**src/rtl/grid_access_arbiter_pkg.sv**
```systemverilog
`default_nettype none
// ============================================================================
// Module      : grid_access_arbiter_pkg
// Description : Shared op codes, FSM states and grid constants for the
//               grid occupancy RAM arbiter.
// Revision    : 1.0 - initial release
// ============================================================================
package grid_access_arbiter_pkg;

    typedef enum logic [1:0] {
        OP_READ  = 2'd0,
        OP_WRITE = 2'd1,
        OP_CLAIM = 2'd2,
        OP_RSVD  = 2'd3
    } op_e;

    typedef enum logic [2:0] {
        ST_IDLE     = 3'd0,
        ST_ISSUE    = 3'd1,
        ST_CAPT     = 3'd2,
        ST_CLAIM_WR = 3'd3,
        ST_RESP     = 3'd4
    } state_e;

    function automatic int grid_cells(input int n);
        return n * n;
    endfunction

    localparam int c_GRID_N     = 8;
    localparam int c_GRID_CELLS = grid_cells(c_GRID_N);
    localparam int c_EMPTY      = -1;

    // The reserved encoding behaves exactly like a plain read.
    function automatic op_e decode_op(input logic [1:0] raw);
        return (raw == 2'd3) ? OP_READ : op_e'(raw);
    endfunction

endpackage
`default_nettype wire

```
**src/rtl/grid_access_arbiter_if.sv**
```systemverilog
`default_nettype none
// ============================================================================
// Module      : grid_access_arbiter_if
// Description : Requester handshake and grid RAM bus of the grid arbiter.
// Revision    : 1.0 - initial release
// ============================================================================
interface grid_access_arbiter_if #(
    parameter int N_REQ  = 4,
    parameter int ADDR_W = 12,
    parameter int DATA_W = 32
);
    logic [N_REQ-1:0]        req_valid;
    logic [2*N_REQ-1:0]      req_op;
    logic [N_REQ*ADDR_W-1:0] req_addr;
    logic [N_REQ*DATA_W-1:0] req_wdata;
    logic [N_REQ-1:0]        req_ready;
    logic [N_REQ-1:0]        rsp_valid;
    logic [DATA_W-1:0]       rsp_rdata;
    logic                    rsp_ok;
    logic                    mem_read;
    logic                    mem_write;
    logic [ADDR_W-1:0]       mem_addr;
    logic [DATA_W-1:0]       mem_wdata;
    logic [DATA_W-1:0]       mem_rdata;

    // slave: the arbiter; master: the engines plus the RAM around it
    modport slave (
        input  req_valid, req_op, req_addr, req_wdata, mem_rdata,
        output req_ready, rsp_valid, rsp_rdata, rsp_ok,
               mem_read, mem_write, mem_addr, mem_wdata
    );

    modport master (
        output req_valid, req_op, req_addr, req_wdata, mem_rdata,
        input  req_ready, rsp_valid, rsp_rdata, rsp_ok,
               mem_read, mem_write, mem_addr, mem_wdata
    );
endinterface
`default_nettype wire

```
**src/rtl/grid_access_arbiter_rr_pick.sv**
```systemverilog
`default_nettype none
// ============================================================================
// Module      : grid_access_arbiter_rr_pick
// Description : Combinational round-robin first-set-bit search from a pointer.
// Revision    : 1.0 - initial release
// ============================================================================
module grid_access_arbiter_rr_pick #(
    parameter int N     = 4,
    parameter int IDX_W = (N > 1) ? $clog2(N) : 1
) (
    input  wire logic [N-1:0]     i_req,
    input  wire logic [IDX_W-1:0] i_ptr,
    output logic      [IDX_W-1:0] o_idx,
    output logic                  o_found
);
    logic             w_hi_found;
    logic             w_lo_found;
    logic [IDX_W-1:0] w_hi_idx;
    logic [IDX_W-1:0] w_lo_idx;

    // Bits at or above the pointer win over the wrapped-around lower bits.
    always_comb begin
        w_hi_found = 1'b0;
        w_lo_found = 1'b0;
        w_hi_idx   = '0;
        w_lo_idx   = '0;
        for (int i = 0; i < N; i++) begin
            if (i_req[i] && (i >= int'(i_ptr)) && !w_hi_found) begin
                w_hi_found = 1'b1;
                w_hi_idx   = IDX_W'(i);
            end
            if (i_req[i] && (i < int'(i_ptr)) && !w_lo_found) begin
                w_lo_found = 1'b1;
                w_lo_idx   = IDX_W'(i);
            end
        end
        o_found = w_hi_found | w_lo_found;
        o_idx   = w_hi_found ? w_hi_idx : w_lo_idx;
    end

endmodule
`default_nettype wire

```
**src/rtl/grid_access_arbiter.sv**
```systemverilog
`default_nettype none
// ============================================================================
// Module      : grid_access_arbiter
// Description : Round-robin arbiter sharing one grid occupancy RAM between
//               placement engines, with read, write and atomic claim.
// Revision    : 1.0 - initial release
// ============================================================================
module grid_access_arbiter
    import grid_access_arbiter_pkg::*;
#(
    parameter int N_REQ      = 4,
    parameter int ADDR_W     = 12,
    parameter int DATA_W     = 32,
    parameter int GRID_CELLS = c_GRID_CELLS,
    parameter int EMPTY      = c_EMPTY
) (
    input  wire logic            clk,
    input  wire logic            reset,
    grid_access_arbiter_if.slave bus,
    output logic                 busy,
    output logic [31:0]          claim_fail_cnt
);
    localparam int                c_IDX_W      = (N_REQ > 1) ? $clog2(N_REQ) : 1;
    localparam logic [ADDR_W:0]   c_CELLS      = (ADDR_W + 1)'(GRID_CELLS);
    localparam logic [DATA_W-1:0] c_EMPTY_WORD = DATA_W'(EMPTY);

    logic [1:0]        w_op_raw [N_REQ];
    logic [ADDR_W-1:0] w_addr   [N_REQ];
    logic [DATA_W-1:0] w_wdata  [N_REQ];

    generate
        for (genvar g = 0; g < N_REQ; g++) begin : g_unpack
            assign w_op_raw[g] = bus.req_op[2*g +: 2];
            assign w_addr[g]   = bus.req_addr[g*ADDR_W +: ADDR_W];
            assign w_wdata[g]  = bus.req_wdata[g*DATA_W +: DATA_W];
        end
    endgenerate

    state_e             r_state;
    logic [c_IDX_W-1:0] r_rr_ptr;
    logic [c_IDX_W-1:0] r_owner;
    op_e                r_op;
    logic [DATA_W-1:0]  r_wdata;
    logic               r_legal;
    logic [N_REQ-1:0]   r_req_ready;
    logic [N_REQ-1:0]   r_rsp_valid;
    logic [DATA_W-1:0]  r_rsp_rdata;
    logic               r_rsp_ok;
    logic               r_mem_read;
    logic               r_mem_write;
    logic [ADDR_W-1:0]  r_mem_addr;
    logic [DATA_W-1:0]  r_mem_wdata;
    logic               r_busy;
    logic [31:0]        r_claim_fail_cnt;

    logic [c_IDX_W-1:0] w_pick_idx;
    logic               w_pick_found;
    op_e                w_pick_op;
    logic               w_pick_legal;
    logic [c_IDX_W-1:0] w_next_ptr;
    logic [N_REQ-1:0]   w_owner_onehot;
    logic               w_claim_empty;

    grid_access_arbiter_rr_pick #(
        .N     (N_REQ),
        .IDX_W (c_IDX_W)
    ) u_rr_pick (
        .i_req   (bus.req_valid),
        .i_ptr   (r_rr_ptr),
        .o_idx   (w_pick_idx),
        .o_found (w_pick_found)
    );

    assign w_pick_op      = decode_op(w_op_raw[w_pick_idx]);
    assign w_pick_legal   = ({1'b0, w_addr[w_pick_idx]} < c_CELLS);
    assign w_next_ptr     = (w_pick_idx == c_IDX_W'(N_REQ - 1)) ? '0 : w_pick_idx + c_IDX_W'(1);
    assign w_owner_onehot = N_REQ'(1) << r_owner;
    assign w_claim_empty  = ($signed(bus.mem_rdata) == $signed(c_EMPTY_WORD));

    // Outputs are registered together with the state they belong to, so each
    // branch loads the values that must appear during the state it enters.
    always_ff @(posedge clk) begin
        if (reset) begin
            r_state          <= ST_IDLE;
            r_rr_ptr         <= '0;
            r_owner          <= '0;
            r_op             <= OP_READ;
            r_wdata          <= '0;
            r_legal          <= 1'b0;
            r_req_ready      <= '0;
            r_rsp_valid      <= '0;
            r_rsp_rdata      <= '0;
            r_rsp_ok         <= 1'b0;
            r_mem_read       <= 1'b0;
            r_mem_write      <= 1'b0;
            r_mem_addr       <= '0;
            r_mem_wdata      <= '0;
            r_busy           <= 1'b0;
            r_claim_fail_cnt <= '0;
        end else begin
            r_req_ready <= '0;
            r_rsp_valid <= '0;
            r_mem_read  <= 1'b0;
            r_mem_write <= 1'b0;
            case (r_state)
                ST_IDLE: begin
                    if (w_pick_found) begin
                        r_owner     <= w_pick_idx;
                        r_op        <= w_pick_op;
                        r_wdata     <= w_wdata[w_pick_idx];
                        r_legal     <= w_pick_legal;
                        r_rr_ptr    <= w_next_ptr;
                        r_req_ready <= N_REQ'(1) << w_pick_idx;
                        r_mem_addr  <= w_addr[w_pick_idx];
                        r_busy      <= 1'b1;
                        r_state     <= ST_ISSUE;
                        if (w_pick_legal) begin
                            if (w_pick_op == OP_WRITE) begin
                                r_mem_write <= 1'b1;
                                r_mem_wdata <= w_wdata[w_pick_idx];
                            end else begin
                                r_mem_read  <= 1'b1;
                            end
                        end
                    end
                end
                ST_ISSUE: begin
                    if (!r_legal || (r_op == OP_WRITE)) begin
                        r_rsp_rdata <= '0;
                        r_rsp_ok    <= r_legal;
                        r_rsp_valid <= w_owner_onehot;
                        r_state     <= ST_RESP;
                        if (!r_legal && (r_op == OP_CLAIM)) begin
                            r_claim_fail_cnt <= r_claim_fail_cnt + 32'd1;
                        end
                    end else begin
                        r_state <= ST_CAPT;
                    end
                end
                ST_CAPT: begin
                    r_rsp_rdata <= bus.mem_rdata;
                    if ((r_op == OP_CLAIM) && w_claim_empty) begin
                        // mem_addr still holds the claimed cell from ISSUE
                        r_mem_write <= 1'b1;
                        r_mem_wdata <= r_wdata;
                        r_state     <= ST_CLAIM_WR;
                    end else begin
                        r_rsp_ok    <= (r_op != OP_CLAIM);
                        r_rsp_valid <= w_owner_onehot;
                        r_state     <= ST_RESP;
                        if (r_op == OP_CLAIM) begin
                            r_claim_fail_cnt <= r_claim_fail_cnt + 32'd1;
                        end
                    end
                end
                ST_CLAIM_WR: begin
                    r_rsp_ok    <= 1'b1;
                    r_rsp_valid <= w_owner_onehot;
                    r_state     <= ST_RESP;
                end
                ST_RESP: begin
                    r_busy  <= 1'b0;
                    r_state <= ST_IDLE;
                end
                default: begin
                    r_busy  <= 1'b0;
                    r_state <= ST_IDLE;
                end
            endcase
        end
    end

    assign bus.req_ready  = r_req_ready;
    assign bus.rsp_valid  = r_rsp_valid;
    assign bus.rsp_rdata  = r_rsp_rdata;
    assign bus.rsp_ok     = r_rsp_ok;
    assign bus.mem_read   = r_mem_read;
    assign bus.mem_write  = r_mem_write;
    assign bus.mem_addr   = r_mem_addr;
    assign bus.mem_wdata  = r_mem_wdata;
    assign busy           = r_busy;
    assign claim_fail_cnt = r_claim_fail_cnt;

endmodule
`default_nettype wire

```
**src/flat_wrapper.sv**
```systemverilog
// flat-port wrapper written by rule: the top's interface ports become plain ports
module grid_access_arbiter_flat import grid_access_arbiter_pkg::*;
#(
    parameter int N_REQ      = 4,
    parameter int ADDR_W     = 12,
    parameter int DATA_W     = 32,
    parameter int GRID_CELLS = c_GRID_CELLS,
    parameter int EMPTY      = c_EMPTY
)
  (clk, reset, busy, claim_fail_cnt, bus_req_valid, bus_req_op, bus_req_addr, bus_req_wdata, bus_mem_rdata, bus_req_ready, bus_rsp_valid, bus_rsp_rdata, bus_rsp_ok, bus_mem_read, bus_mem_write, bus_mem_addr, bus_mem_wdata);
  grid_access_arbiter_if #(.N_REQ(N_REQ), .ADDR_W(ADDR_W), .DATA_W(DATA_W)) bus_i ();
  input  wire logic clk;
  input  wire logic reset;
  output logic busy;
  output logic [31:0] claim_fail_cnt;
  input wire logic [$bits(bus_i.req_valid)-1:0] bus_req_valid;
  input wire logic [$bits(bus_i.req_op)-1:0] bus_req_op;
  input wire logic [$bits(bus_i.req_addr)-1:0] bus_req_addr;
  input wire logic [$bits(bus_i.req_wdata)-1:0] bus_req_wdata;
  input wire logic [$bits(bus_i.mem_rdata)-1:0] bus_mem_rdata;
  output wire logic [$bits(bus_i.req_ready)-1:0] bus_req_ready;
  output wire logic [$bits(bus_i.rsp_valid)-1:0] bus_rsp_valid;
  output wire logic [$bits(bus_i.rsp_rdata)-1:0] bus_rsp_rdata;
  output wire logic [$bits(bus_i.rsp_ok)-1:0] bus_rsp_ok;
  output wire logic [$bits(bus_i.mem_read)-1:0] bus_mem_read;
  output wire logic [$bits(bus_i.mem_write)-1:0] bus_mem_write;
  output wire logic [$bits(bus_i.mem_addr)-1:0] bus_mem_addr;
  output wire logic [$bits(bus_i.mem_wdata)-1:0] bus_mem_wdata;
  assign bus_i.req_valid = bus_req_valid;
  assign bus_i.req_op = bus_req_op;
  assign bus_i.req_addr = bus_req_addr;
  assign bus_i.req_wdata = bus_req_wdata;
  assign bus_i.mem_rdata = bus_mem_rdata;
  assign bus_req_ready = bus_i.req_ready;
  assign bus_rsp_valid = bus_i.rsp_valid;
  assign bus_rsp_rdata = bus_i.rsp_rdata;
  assign bus_rsp_ok = bus_i.rsp_ok;
  assign bus_mem_read = bus_i.mem_read;
  assign bus_mem_write = bus_i.mem_write;
  assign bus_mem_addr = bus_i.mem_addr;
  assign bus_mem_wdata = bus_i.mem_wdata;
  grid_access_arbiter #(.N_REQ(N_REQ), .ADDR_W(ADDR_W), .DATA_W(DATA_W), .GRID_CELLS(GRID_CELLS), .EMPTY(EMPTY)) u_core (.clk(clk), .reset(reset), .bus(bus_i), .busy(busy), .claim_fail_cnt(claim_fail_cnt));
endmodule
```
**config.mk**
```make
export PLATFORM = sky130hd
export DESIGN_NAME = grid_access_arbiter_flat
export DESIGN_NICKNAME = d
export VERILOG_FILES = /design/src/rtl/grid_access_arbiter_pkg.sv /design/src/rtl/grid_access_arbiter_if.sv /design/src/rtl/grid_access_arbiter_rr_pick.sv /design/src/rtl/grid_access_arbiter.sv /design/src/flat_wrapper.sv
export SDC_FILE = /design/constraint.sdc
export NUM_CORES = 1
export LEC_CHECK = 0
export BUFFER_PORTS_ARGS = -buffer_cell sky130_fd_sc_hd__buf_2
export CAP_MARGIN = 25
export CORE_UTILIZATION = 23
export DETAILED_ROUTE_END_ITERATION = 6
export SYNTH_ARGS = -nofsm -noshare
export SYNTH_HDL_FRONTEND = slang
export SYNTH_SLANG_ARGS = --single-unit
```
**constraint.sdc**
```tcl
create_clock -name clk -period 6.7 [get_ports clk]
set_clock_uncertainty 0.05 [all_clocks]
set_input_delay 1.34 -clock clk [delete_from_list [all_inputs] [get_ports clk]]
set_output_delay 1.34 -clock clk [all_outputs]
set_load 0.05 [all_outputs]
```
==> out/qor.csv, run 1 <==
metric,value,unit
outcome,"finished, final reports clean",
synth.top_cell.area_share,41.37,%
ff2ff_setup_slack,3170,ps
final_layout_size_suffix_gt1_share,33.78,%
m1WireLength,11.36,mm
hpwl,19.26,mm
fmax,0.2405,GHz
place.gp.congestion,0.9174,
grt_max_degree,82,
peakVddDrop,0.1511,mV
htree_num_levels,4,
finalCritPeriodShare,62.07,%
cts_max_path_buffers,2,
fp-row-count,67,
antenna_found_initial,4,
r2r_cells,10,
async_flop_share,0,%
clkTransAtPathRegs,60,ps
yosys_warnings,0,
clock_sinks,162,
fin_nets,1473,
crit_arrival,4410,ps
cp-end-kind,flop,
ys_top_cells_by_area,"dfxtp_1, nand2_1, mux2i_1",
rsz0062_at_grt,false,
holdBufCountCts,0,
top_layer,met5,
numCtsBuffers,17,
detail_route.wl_per_cell,15.57,microns
critical_path_class,input port to flop,
avgViaCountPerCell,4.639,
hold_class,flop to flop,
setup_viol,0,
drtIter0Drc,300,
cp-start-kind,input port,
r2r-start,u_core.r_rr_ptr[0],
clk_latency,430,ps
intPower,1.750,mW
critical_path_required,6950,ps
route.met3.wl,2.331,mm
reg2reg_to,u_core.bus.mem_wdata[24],
p_leak,4.980,nW
maxCapViolations,0,
wirelength,26.62,mm
placed_cells,1679,
syn-cell-area,7840,sq um
track_usage,15.08,%
dr.pass1.iters,5,
finalSetupTns,0,ps
synth_most_common_cell,nand2_1,
ys_ff_latch,162,
die_x,186.6,microns
worst_pin_slew,938.4,ps
vias,7932,
powerDensity,247.1,nW/um^2
path_max_fanout,69,
min_path_cells,2,
slew_violations,0,
min_to,u_core.r_wdata[19],
fp.coreArea,33530,sq um
areaGrowthSynthToFinish,33.04,%
finalHoldViolCount,0,
die_h,186.6,microns
post_cts_resize_count,0,
postCtsSetupRepairBufs,0,
io_buffer_count,341,
synth_edf_count,0,
pwr-share-seq,40.6,%
p_switching,0.8269,mW
synth.distinct_cells,50,
synth-seq-area-share,41.37,%
synthCells,958,
syn_avg_cell_area,8.184,sq um
slew-limit-headroom,37.44,%
drtAntennaViolNets,0,
combPwrFrac,23.7,%
swShare,32.08,%
grt_pass1_vias,7729,
met2_length,12.29,mm
hp-start,u_core.r_wdata[19],
synth_nets,1181,
grt_pass1_wl,41.54,mm
synth_common_cells,"nand2_1, dfxtp_1, nor2_1",
fin_cells,1710,
route.detailed.drc,0,
clkPwrFrac,35.7,%
grt_overflow_total,0,
start_util,23.38,%
die_area,34830,sq um
yosys.area.top_type,dfxtp_1,
cts_root_buffer,clkbuf_16,
ys_dominant_reg_cell,dfxtp_1,
io_pins,342,
cts_tree,done,
min_period,4158,ps
## area by class of cell
type	count	area [sq um]
clock inverter	8	82.58
clock buffer	22	454.2
multi-input combinational	712	4260
timing repair buffer	351	1804
inverter	6	22.52
sequential	162	3243
antenna	1	2.502
tap	448	560.5
fill	3627	23100
## per-stage QoR
step | utilization (%) | hold WS, ps | instance area, sq um | worst slack [ps] | power (mW)
2_1_floorplan | - | 383.7 | 7840 | 3062 | 1.481
3_3_place_gp | 29.41 | 391.1 | 9863 | 2202 | 1.668
3_5_place_dp | 29.50 | 395.8 | 9891 | 2062 | 1.680
4_1_cts | 31.10 | 405.1 | 10430 | 2552 | 2.624
5_1_grt | 31.10 | 415.3 | 10430 | 2324 | 2.727
6_report | 31.10 | 402.2 | 10430 | 2542 | 2.577
## state kept, by name, indices dropped and copies added, names as in the netlist
name                   cells
u_core.bus.rsp_rdata      32
u_core.bus.mem_write       1
u_core.r_state             3
u_core.r_owner             2
u_core.bus.mem_wdata      32
u_core.bus.req_ready       4
u_core.bus.rsp_ok          1
u_core.r_op                2
u_core.bus.mem_read        1
u_core.r_wdata            32
u_core.busy                1
u_core.r_legal             1
u_core.bus.mem_addr       12
u_core.r_rr_ptr            2
u_core.bus.rsp_valid       4
u_core.claim_fail_cnt     32
## per-layer routing
layer / GRT usage, % / up-vias
met2: 24.48 / 312
met1: 17.77 / 3676
li1: - / 3897
met5: 0 / -
met4: 5.864 / 6
met3: 5.943 / 41
## power by group through the flow
stage	Clock, mW	Sequential, mW	Combinational, mW
global placement	0	1.07	0.601
floorplan	0	1.11	0.366
finish	0.920	1.05	0.610
detailed placement	0	1.07	0.612
global route	1.00	1.05	0.673
CTS	0.962	1.05	0.615
## worst max-delay path: stages
cell and delay (ps):
buf_2 130, a21oi_1 330, o22a_4 770, mux2i_1 270
mux2i_1 130, or4_4 600, o21bai_4 210, o21ai_4 60
buf_4 300, o2bb2ai_2 190
## layout by cell type, fill, tap and decap left out, types with 23 or more instances in the layout
cell type    n
buf_2      340
nand2_1    249
dfxtp_1    162
nor2_1      81
a21oi_1     58
mux2i_1     52
and3_1      48
a31oi_1     32
a22oi_1     32
o2bb2ai_2   29
xor2_1      23
## cells by family (layout without fill, tap and decap cells)
family | count (synthesis) | after routing | synth area share, %
other cells | 0 | 1 | 0
simple gates | 451 | 451 | 25.63
xor+xnor | 27 | 27 | 3.016
mux | 57 | 57 | 7.501
compound gates | 176 | 176 | 17.41
buf+inv | 84 | 387 | 4.915
fa+ha+maj | 1 | 1 | 0.1596
flops | 162 | 162 | 41.37
## worst max-delay path by stage
stage          slack [ps]  cells past startpoint                       end              from
6_report             2540                     10  u_core.bus.mem_wdata[24]  bus_req_valid[0]
5_1_grt              2320                      9  u_core.bus.mem_wdata[24]  bus_req_valid[0]
4_1_cts              2550                     10  u_core.bus.mem_wdata[24]  bus_req_valid[0]
3_5_place_dp         2060                     10  u_core.bus.mem_wdata[24]  bus_req_valid[0]
3_3_place_gp         2200                     10  u_core.bus.mem_wdata[28]  bus_req_valid[0]
2_1_floorplan        3060                      9  u_core.bus.mem_wdata[30]  bus_req_valid[2]
Note: power is estimated with default switching activity, not from simulation.
==> inputs of run 2 (changes only) <==
- clock period: 6.7 -> 4.25 ns (I/O delays scaled with it)
==> out/qor.csv, run 2 (synthesized netlist as in run 1, its figures left out) <==
metric,value,unit,change
outcome,"finished, final reports clean",,
seqCellArea,3243,sq um,unchanged
detail_route.wl_per_cell,15.56,microns,about the same
grt_max_degree,82,,unchanged
clock_sinks,162,,unchanged
post_cts_resize_count,0,,unchanged
track_usage,15.37,%,+0.29 points
areaGrowthSynthToFinish,34.38,%,
io_buffer_count,341,,unchanged
p_leak,5.040,nW,+1.2%
drtAntennaViolNets,0,,unchanged
fillCellCount,3585,,-1.2%
maxCapViolations,0,,unchanged
cts_root_buffer,clkbuf_16,,
rsz0062_at_grt,false,,
grt_overflow_total,0,,unchanged
avgViaCountPerCell,4.671,,+0.70%
dp_slack,429.3,ps,-1633 ps
antenna_found_initial,3,,-1
clk_latency,440,ps,about the same
die_x,186.6,microns,unchanged
drtIter0Drc,393,,+31%
crit_path_frequent_cell,buf_4,,
start_util,23.38,%,unchanged
final_cell_mix,"buf_2, nand2_1, dfxtp_1, nor2_1, a21oi_1",,
numCtsBuffers,17,,unchanged
fp.coreArea,33530,sq um,unchanged
critical_path_class,flop to flop,,
hpwl,19.40,mm,+0.70%
path_cells,mux2i_1 > nor2_1 > nor3_4 > buf_4 > buf_4 > mux2_2 > nand4b_1 > o21bai_4 > o21ai_4 > buf_4 > o2bb2ai_1,,
critical_path_required,4560,ps,-2390 ps
crit_arrival,3680,ps,-730 ps
place.gp.congestion,0.8993,,-2.0%
multi_input_area,4260,sq um,unchanged
htree_num_levels,4,,unchanged
r2r-start,u_core.r_rr_ptr[1],,
reg2reg_to,u_core.bus.mem_wdata[31],,
cts_max_path_buffers,2,,unchanged
holdBufCountCts,0,,unchanged
cp_slowest_cell,dfxtp_1,,
cp-start-kind,flop,,
setup_ws,882.9,ps,-1659 ps
fmax,0.2970,GHz,
powerDensity,393.6,nW/um^2,+59%
die_area,34830,sq um,unchanged
hold_class,flop to flop,,
clkTransAtPathRegs,70,ps,about the same
route.detailed.drc,0,,unchanged
die_h,186.6,microns,unchanged
cp-end-kind,flop,,
slew_violations,0,,unchanged
final_common_cell,buf_2,,
cts_tree,done,,
crit_end,u_core.bus.mem_wdata[31],,
path_max_fanout,32,,-54%
worst_pin_slew,952.9,ps,+14.52 ps
final_layout_size_suffix_gt1_share,34.38,%,+0.60 points
max_stage_delay,530,ps,-240 ps
setup_viol,0,,unchanged
cp_top_family,buffers and inverters,,
crit_cells,11,,+1
critPathLaunch,u_core.r_rr_ptr[1],,
ff2ff_setup_slack,880,ps,-2290 ps
wirelength,26.72,mm,+0.34%
crit_buf_inv,3,,+1
fin_total_pwr,4.146,mW,+61%
min_period,3367,ps,
fin_nets,1478,,+0.34%
finalHoldViolCount,0,,unchanged
peakVddDrop,0.2439,mV,+61%
postCtsSetupRepairBufs,0,,unchanged
hold_ws,402.5,ps,+0.2360 ps
io_pins,342,,unchanged
slew-limit-headroom,36.47,%,-0.97 points
finalCritPeriodShare,79.23,%,
r2r_cells,11,,+1
grt_pass1_vias,7819,,+1.2%
vias,8020,,+1.1%
grt_pass1_wl,42.28,mm,+1.8%
dr.pass1.iters,5,,unchanged
fp-row-count,67,,unchanged
finalSetupTns,0,ps,unchanged
## run 2: changes by cell type in the layout (fill, tap and decap cells not counted), sizes merged
cell    change
clkinv      +1
clkbuf      -1
inv         +2
buf         +5
## run 2: metrics by stage
| step | std cells | instance area [sq um] | util, % |
|---|---|---|---|
| after floorplan | 958 | 7840 | - |
| after global placement | 1682 | 9906 | 29.54 |
| after detailed placement | 1684 | 9961 | 29.71 |
| after CTS | 1716 | 10530 | 31.41 |
| after global routing | 1717 | 10540 | 31.42 |
| final | 1717 | 10540 | 31.42 |
## run 2: cell type report
cell class | count | share of cell area, %
Multi-Input combinational cell | 712 | 40.44
Sequential cell | 162 | 30.78
Timing Repair Buffer | 356 | 17.79
Tap cell | 448 | 5.321
Clock buffer | 21 | 4.466
Clock inverter | 11 | 0.9620
Inverter | 6 | 0.2138
Antenna cell | 1 | 0.02375
## run 2: worst register-to-register path: stages, from the launching register on
cell and delay, ps:
dfxtp_1 530, mux2i_1 280, nor2_1 110, nor3_4 230, buf_4 370, buf_4 320
mux2_2 390, nand4b_1 140, o21bai_4 90, o21ai_4 110, buf_4 470, o2bb2ai_1 200
## run 2: how the worst min path moves through the flow
stage / startpoint / endpoint / slack, ps / cells past startpoint
5_1_grt: u_core.bus.mem_addr[9] / u_core.bus.mem_addr[9] / 420 / 2
3_3_place_gp: u_core.r_wdata[30] / u_core.r_wdata[30] / 390 / 2
2_1_floorplan: u_core.r_owner[1] / u_core.bus.rsp_valid[1] / 380 / 1
4_1_cts: u_core.bus.mem_addr[7] / u_core.bus.mem_addr[7] / 400 / 2
3_5_place_dp: u_core.bus.mem_addr[7] / u_core.bus.mem_addr[7] / 390 / 2
6_report: u_core.r_wdata[30] / u_core.r_wdata[30] / 400 / 2
## run 2: report_power, final
group	internal [mW]	switching, mW
clock	0.857	0.669
combinational	0.348	0.623
sequential	1.60	0.0483
## run 2: per-layer routing
metal  GRT usage (%)  wire, microns
met2           25.27          12080
met5               0             31
met1           18.27          11740
met3           5.492           2228
met4           5.801            633
==> inputs of run 3 (changes only) <==
- ABC_AREA: not set -> 1
- clock period: 4.25 -> 3.25 ns (I/O delays scaled with it)
==> out/qor.csv, run 3 <==
metric,value,unit,change
synth_common_cells,"nand2_1, dfxtp_1, inv_1",,
top_usage_layer,met2,,
critical_path_class,flop to flop,,
slew-limit-headroom,56.96,%,+20 points
start_util,23.48,%,+0.097 points
cp-end-kind,flop,,
fmax,0.3837,GHz,+29%
yosys.area.top_type,dfxtp_1,,
async_flop_share,0,%,unchanged
min_to,u_core.bus.rsp_valid[0],,
synth_nets,1614,,+37%
die_x,198.5,microns,+6.4%
vias,10080,,+26%
numCtsBuffers,17,,unchanged
final_layout_size_suffix_gt1_share,25.46,%,-8.9 points
postCtsSetupRepairBufs,0,,unchanged
hp-start,u_core.r_owner[0],,
cts_root_buffer,clkbuf_16,,
final_cell_area,11680,sq um,+11%
grt_overflow_total,0,,unchanged
maxCapViolations,0,,unchanged
fp-row-count,71,,+6.0%
finalSetupTns,0,ps,unchanged
cts_tree,done,,
avgViaCountPerCell,4.575,,-2.0%
min_period,2606,ps,-760.6 ps
yosys_warnings,0,,unchanged
path_cells,nor2_2 > a21oi_2 > nand3_2 > inv_2 > nand3_1 > nand2_1 > nand2_1 > nor2_1 > nand3_4 > buf_12 > a21oi_1 > nor2_1,,
track_usage,15.83,%,+0.46 points
post-route-util,30.87,%,-0.55 points
hold_class,flop to flop,,
ys_top_cells_by_area,"dfxtp_1, nand2_1, nand3_1",,
die_area,39420,sq um,+13%
p_leak,5.783,nW,+15%
synth.top_cell.area_share,36.50,%,-4.9 points
detail_route.wl_per_cell,14.35,microns,-7.7%
max_stage_delay,460,ps,-70 ps
syn-cell-area,8885,sq um,+13%
synth_edf_count,0,,unchanged
met3_usage,4.290,%,-1.2 points
synth_most_common_cell,nand2_1,,
reg2reg_to,u_core.bus.mem_wdata[5],,
die_h,198.5,microns,+6.4%
hpwl,23.63,mm,+22%
rsz0062_at_grt,false,,
min_path_cells,1,,-1
grt_pass1_vias,9005,,+15%
setup_viol,0,,unchanged
clk_latency,440,ps,about the same
worst_pin_slew,639.7,ps,-313.3 ps
finalHoldViolCount,0,,unchanged
slew_violations,0,,unchanged
path_max_fanout,65,,+100%
ys_dominant_reg_cell,dfxtp_1,,
io_buffer_count,341,,unchanged
outcome,"finished, final reports clean",,
peakVddDrop,0.2839,mV,+16%
htree_num_levels,4,,unchanged
grt_use_met2,26.72,%,+1.4 points
final_cell_mix,"nand2_1, buf_2, dfxtp_1, inv_1, nand3_1",,
critical_path_required,3530,ps,-1030 ps
placed_cell_area,11090,sq um,+11%
ys_ff_latch,162,,unchanged
wirelength,31.64,mm,+18%
fin_total_pwr,6.935,mW,+67%
clkTransAtPathRegs,60,ps,about the same
n_antenna_cell,0,,-1
r2r_cells,12,,+1
route.detailed.drc,0,,unchanged
drtAntennaViolNets,0,,unchanged
r2r-start,u_core.r_rr_ptr[1],,
powerDensity,593.7,nW/um^2,+51%
placed_cells,2172,,+29%
antenna_found_initial,4,,+1
cts_max_path_buffers,2,,unchanged
synth.distinct_cells,35,,-30%
clock_sinks,162,,unchanged
fin_cells,2204,,+28%
finalCritPeriodShare,80.20,%,+0.97 points
fp.coreArea,37840,sq um,+13%
holdBufCountCts,0,,unchanged
grt_max_degree,76,,-7.3%
io_pins,342,,unchanged
synthCells,1391,,+45%
grt_use_met1,19.13,%,+0.86 points
areaGrowthSynthToFinish,31.47,%,
dr.pass1.iters,4,,-1
final_common_cell,nand2_1,,
place.gp.congestion,0.9251,,+2.9%
cp-start-kind,flop,,
synth-seq-area-share,36.50,%,-4.9 points
drtIter0Drc,487,,+24%
syn_avg_cell_area,6.387,sq um,-22%
post_cts_resize_count,0,,unchanged
grt_pass1_wl,48.12,mm,+14%
crit_arrival,2890,ps,-790 ps
ff2ff_setup_slack,640,ps,-240 ps
fin_nets,1903,,+29%
cp_slowest_cell,dfxtp_1,,
==> run 3: worst max-delay path, delay by kind of cell (launching register included) <==
kind / cells / cell delay [ps]
AOI/OAI and AO/OA: 2 / 380
buffers and inverters: 2 / 530
DFF: 1 / 460
and+or+nand+nor: 8 / 1010
==> run 3: through the flow <==
stage	hold WS [ps]	worst slack, ps
2_1_floorplan	363.3	922.9
3_3_place_gp	380.6	429.0
3_5_place_dp	381.8	331.9
4_1_cts	388.5	618.3
5_1_grt	401.7	362.9
6_report	390.1	643.6
==> run 3: worst max path at each step <==
stage                        from                  endpoint  slack [ps]  depth (start not counted)
3_5_place_dp     bus_req_valid[1]  u_core.bus.mem_wdata[20]         330                         14
2_1_floorplan    bus_req_valid[1]  u_core.bus.mem_wdata[20]         920                         16
4_1_cts         u_core.r_state[2]  u_core.claim_fail_cnt[7]         620                         12
6_report       u_core.r_rr_ptr[1]   u_core.bus.mem_wdata[5]         640                         12
3_3_place_gp     bus_req_valid[1]  u_core.bus.mem_wdata[20]         430                         16
5_1_grt         u_core.r_state[2]  u_core.claim_fail_cnt[7]         360                         12
==> run 3: per-layer routing <==
layer  wire length, microns  up-vias
met1                  13610     4618
met3                   2384       47
met5                     49        -
met2                  14810      353
li1                       -     5058
met4                    782        8
==> run 3: cells by family (layout without fill, tap and decap cells) <==
group / Yosys count / after routing / synth area share [%]
adders and majority gates: 1 / 1 / 0.1408
AOI/OAI and AO/OA: 217 / 217 / 13.73
xor gates and xnor gates: 21 / 21 / 2.070
DFF: 162 / 162 / 36.50
and+or+nand+nor: 770 / 770 / 37.30
buffers and inverters: 220 / 522 / 10.25
==> run 3: final cells by class <==
class	count	area [sq um]
fill	4172	26160
multi-input combinational	1009	4751
sequential	162	3243
timing repair buffer	361	1969
tap	511	639.4
clock buffer	24	491.7
inverter	129	485.5
clock inverter	8	101.3
==> run 3: power by group <==
part / switching, mW / internal (mW) / leakage, nW
clock: 0.861 / 1.21 / 0.282
combinational: 1.71 / 0.773 / 4.18
sequential: 0.137 / 2.24 / 1.32
total: 2.70 / 4.23 / 5.78
